$ cat src/rtl/pipe_pkg.sv
// pipe_pkg: shared FSM state encoding and default field widths for the pipeline skid stage.
package pipe_pkg;
    typedef enum logic [1:0] {EMPTY = 2'd0, ONE = 2'd1, TWO = 2'd2} state_t;
    localparam int CTRL_W_DEF = 24;
    localparam int DATA_W_DEF = 128;
endpackage

$ cat src/rtl/pipe_entry_reg.sv
// pipe_entry_reg: one held pipeline entry; clear zeroes only ctrl so data keeps its last value.
module pipe_entry_reg
    import pipe_pkg::*;
#(
    parameter int CTRL_W = CTRL_W_DEF,
    parameter int DATA_W = DATA_W_DEF
) (
    input  logic              clock,
    input  logic              reset,
    input  logic              i_clear,
    input  logic              i_load,
    input  logic [CTRL_W-1:0] i_ctrl,
    input  logic [DATA_W-1:0] i_data,
    output logic [CTRL_W-1:0] o_ctrl,
    output logic [DATA_W-1:0] o_data
);
    logic [CTRL_W-1:0] r_ctrl;
    logic [DATA_W-1:0] r_data;

    always_ff @(posedge clock) begin
        if (reset) begin
            r_ctrl <= '0;
            r_data <= '0;
        end else if (i_clear) begin
            r_ctrl <= '0;
        end else if (i_load) begin
            r_ctrl <= i_ctrl;
            r_data <= i_data;
        end
    end

    assign o_ctrl = r_ctrl;
    assign o_data = r_data;
endmodule

$ cat src/rtl/pipe_skid_stage.sv
// pipe_skid_stage: valid/ready pipeline stage with registered in_ready and optional 2-entry skid buffer,
// flushable for branch squash.
module pipe_skid_stage
    import pipe_pkg::*;
#(
    parameter int CTRL_W = CTRL_W_DEF,
    parameter int DATA_W = DATA_W_DEF,
    parameter int SKID   = 1
) (
    input  logic              clock,
    input  logic              reset,
    input  logic              flush,
    input  logic              stall,
    input  logic              in_valid,
    output logic              in_ready,
    input  logic [CTRL_W-1:0] in_ctrl,
    input  logic [DATA_W-1:0] in_data,
    output logic              out_valid,
    input  logic              out_ready,
    output logic [CTRL_W-1:0] out_ctrl,
    output logic [DATA_W-1:0] out_data,
    output logic [1:0]        occupancy
);
    state_t            r_state, w_next;
    logic              r_in_ready;
    logic              w_accept, w_release, w_out_valid, w_head_load;
    logic [CTRL_W-1:0] w_skid_ctrl;
    logic [DATA_W-1:0] w_skid_data;

    assign w_out_valid = r_state != EMPTY;
    assign w_accept    = in_valid && r_in_ready;
    assign w_release   = w_out_valid && out_ready && !stall;

    always_comb begin
        w_next = r_state;
        case (r_state)
            EMPTY: if (w_accept) w_next = ONE;
            ONE: begin
                if (w_accept && !w_release && SKID != 0) w_next = TWO;
                else if (!w_accept && w_release) w_next = EMPTY;
            end
            TWO: if (w_release) w_next = ONE;
            default: w_next = EMPTY;
        endcase
        if (flush) w_next = EMPTY;
    end

    // Without a skid slot, ready only reopens once the head has drained.
    always_ff @(posedge clock) begin
        if (reset) begin
            r_state    <= EMPTY;
            r_in_ready <= 1'b1;
        end else begin
            r_state    <= w_next;
            r_in_ready <= (SKID != 0) ? (w_next != TWO) : (w_next == EMPTY);
        end
    end

    assign w_head_load = (w_accept && (r_state == EMPTY || w_release)) || (r_state == TWO && w_release);

    pipe_entry_reg #(.CTRL_W(CTRL_W), .DATA_W(DATA_W)) u_head (
        .clock   (clock),
        .reset   (reset),
        .i_clear (w_next == EMPTY),
        .i_load  (w_head_load),
        .i_ctrl  ((r_state == TWO) ? w_skid_ctrl : in_ctrl),
        .i_data  ((r_state == TWO) ? w_skid_data : in_data),
        .o_ctrl  (out_ctrl),
        .o_data  (out_data)
    );

    if (SKID != 0) begin : g_skid
        pipe_entry_reg #(.CTRL_W(CTRL_W), .DATA_W(DATA_W)) u_skid (
            .clock   (clock),
            .reset   (reset),
            .i_clear (flush),
            .i_load  (w_accept && r_state == ONE && !w_release),
            .i_ctrl  (in_ctrl),
            .i_data  (in_data),
            .o_ctrl  (w_skid_ctrl),
            .o_data  (w_skid_data)
        );
    end else begin : g_noskid
        assign w_skid_ctrl = '0;
        assign w_skid_data = '0;
    end

    assign in_ready  = r_in_ready;
    assign out_valid = w_out_valid;
    assign occupancy = r_state;
endmodule

$ cat config.mk
export PLATFORM = sky130hd
export DESIGN_NAME = pipe_skid_stage
export DESIGN_NICKNAME = d
export VERILOG_FILES = /design/src/rtl/pipe_pkg.sv /design/src/rtl/pipe_entry_reg.sv /design/src/rtl/pipe_skid_stage.sv
export SDC_FILE = /design/constraint.sdc
export NUM_CORES = 1
export LEC_CHECK = 0
export CAP_MARGIN = 20
export CORE_ASPECT_RATIO = 0.5
export CORE_MARGIN = 4
export CORE_UTILIZATION = 44
export CTS_BUF_LIST = sky130_fd_sc_hd__clkbuf_16
export DETAILED_ROUTE_END_ITERATION = 12
export PLACE_DENSITY = 0.73
export SLEW_MARGIN = 20
export SYNTH_ARGS = -nofsm -noshare
export SYNTH_HDL_FRONTEND = slang
export SYNTH_SLANG_ARGS = --single-unit
export TNS_END_PERCENT = 10
$ cat constraint.sdc
create_clock -name clock -period 2.2 [get_ports clock]
set_input_delay 0.55 -clock clock [delete_from_list [all_inputs] [get_ports clock]]
set_output_delay 0.55 -clock clock [all_outputs]
set_load 0.1 [all_outputs]
==> qor.yml <==
setup_path:
  start_kind: "register"
  arrival_ns: 1.47
  worstSetupPathType: "reg2out"
  required_ns: 1.65
  reg2reg_from: "occupancy[0]"
  cp-startpoint: "occupancy[0]"
  crit_path_max_fanout: 12
  endpoint_kind: "primary output"
placement:
  hpwl_um: 24500
  port_buffers: 313
  pre_cts_slack_ns: -0.236
  gp_congestion: 0.804
die:
  die_w_um: 246
  ioPinCount: 314
  coreArea_mm2: 0.0278
  die_height_um: 127
  start_util_pct: 44.9
  rows: 43
  dieArea_mm2: 0.0313
yosys:
  async_reset_ff_share_pct: 0
  synthesis.instances: 1445
  synthTopCellsByCount: "nand2_1, dfxtp_1, a21oi_1, a311oi_1, mux2i_1"
  synth-main-ff-cell: "dfxtp_1"
  avgSynthCellArea_um2: 8.64
  yosysMostFrequentCell: "nand2_1"
  ys_ff_latch: 307
  yosys_warnings: 0
  synthDistinctLibCells: 31
  syn_nets: 1603
  yosys-top-cells-area: "dfxtp_1, a21oi_1, nand2_1"
  syn_area_mm2: 0.0125
  synth_top_area_share_pct: 49.2
  ys_seq_area_share_pct: 49.2
  yosysTopAreaCell: "dfxtp_1"
  synth_edf_count: 0
clock_tree:
  cts_max_path_buffers: 3
  cts-root-buf: "clkbuf_16"
  cts-hold-fix-buffers: 0
  cts_tree: "yes"
  htree_num_levels: 1
  cts_resized: 0
  path_clk_slew_ns: 0.07
  clock_latency_ns: 0.56
  clkSinkCount: 307
  post-cts-setup-buffers: 0
  cts_buffers: 28
timing:
  tns_ns: 0
  hold_violations: 0
  slew_violations: 0
  period_minus_slack_ns: 2.02
  rsz0062_at_grt: "false"
  worst-slew-pin-transition_ns: 0.731
  finalSetupViolCount: 0
  hold_ws_ns: 0.287
  min_period_over_period_pct: 91.7
  fmaxAchievable_ghz: 0.495
  finalClockSkew_ns: 0.0129
  setup_slack_ns: 0.182
  slew-limit-headroom_pct: 51.2
pwr:
  power_density_mw_per_mm2: 840
  leakage_nw: 7.12
  vdd_ir_drop_max_uv: 517
  power_mw: 14.2
cells_and_area:
  post-route-util_pct: 60.9
  n_fill_cell: 2349
  area_delta_synth_final_pct: 35.6
  nets: 1859
  drive_gt1_share_pct: 16.0
routing:
  dr.pass1.iters: 5
  drtIter0Drc: 710
  drc: 0
  wl_per_cell_um: 17.1
  viasPerCell: 5.43
  drtAntennaViolNets: 0
  num_vias: 11449
  wirelength_um: 36200
hold_path:
  hold_class: "in2reg"
  hp-start: "reset"
global_routing:
  grt_pass1_vias: 10911
  overflow: 0
  grt_max_degree: 162
  grt_pass1_wl_um: 57200
  grt_use_total_pct: 21.9
  antenna_found_initial: 5
job:
  maxCapViolCount: 0
run_status:
  outcome: "finished clean"
==> metal layers <==
layer  track usage [%]  vias to the layer above  routed length, µm
li1                  -                     5668                  -
met1              26.5                     5426              14800
met2              39.2                      262              18400
met3              3.31                       93               1480
met4              9.23                        0               1480
met5                 0                        -                  0
==> layout make-up <==
| cell class | count | area (µm²) | share of cell area (%) |
|---|---|---|---|
| inverters | 2 | 12.5 | 0.0739 |
| multi-input cells | 984 | 5710 | 33.7 |
| clock inverters | 22 | 210 | 1.24 |
| flip-flops and latches | 307 | 6150 | 36.3 |
| well taps | 382 | 478 | 2.82 |
| clock buffers | 29 | 726 | 4.29 |
| repair buffers | 378 | 3630 | 21.5 |
| diodes | 5 | 12.5 | 0.0739 |
==> logic make-up after synthesis <==
logic type             synth area share [%]
AO/OA/AOI/OAI                          20.7
buffers and inverters                  5.22
AND/OR/NAND/NOR                        14.6
multiplexers                           10.3
flip-flops                             49.2
==> placed cells by master (no fill, tap or decap), drive strengths merged <==
| master | n |
|---|---|
| clkbuf | 29 |
| clkdlybuf4s50 | 156 |
| and3 | 25 |
| nand4bb | 1 |
| nor2b | 2 |
| or3 | 1 |
| o221ai | 1 |
| a31oi | 1 |
| nand4b | 1 |
| a311oi | 128 |
| bufinv | 4 |
| inv | 7 |
| o211ai | 1 |
| o21a | 1 |
| nand2b | 2 |
| clkinvlp | 3 |
| buf | 222 |
| or2 | 2 |
| nand4 | 1 |
| nand2 | 354 |
| mux2i | 128 |
| and3b | 1 |
| nor2 | 24 |
| nor4 | 24 |
| diode | 5 |
| and4 | 1 |
| dfxtp | 307 |
| clkinv | 10 |
| nand3 | 2 |
| a21oi | 281 |
| a21o | 1 |
| a21boi | 1 |
==> worst max-delay path, stage by stage (launching register included) <==
cell and delay [ns]:
dfxtp_2 0.40, or2_2 0.35, buf_12 0.18
==> through the flow <==
step / instances / cell area, µm²
finish: 2109 / 16900
global route: 2109 / 16900
CTS: 2104 / 16900
detailed placement: 2053 / 16000
global placement: 2053 / 16000
floorplan: 1445 / 12500
==> path summary, 6_finish.rpt <==
kind	cells after the start	to	slack (ns)
max	2	out_valid	0.18
min reg2reg	2	g_skid.u_skid.o_data[77]	0.45
max reg2reg	5	u_head.o_data[33]	0.36
min	2	u_head.o_data[15]	0.29
==> flip-flops by register name, indices dropped and copies added (netlist names) <==
register and flops:
u_head.o_data 128, occupancy 2, g_skid.u_skid.o_ctrl 24, g_skid.u_skid.o_data 128, u_head.o_ctrl 24, in_ready 1
==> power by group <==
part | internal [mW] | switching [mW] | leakage (nW) | total (mW)
clock | 2.86 | 2.17 | 0.468 | 5.03
combinational | 0.935 | 2.30 | 4.15 | 3.24
sequential | 5.80 | 0.146 | 2.50 | 5.94
total | 9.59 | 4.62 | 7.12 | 14.2
(Power assumes the default switching activity.)
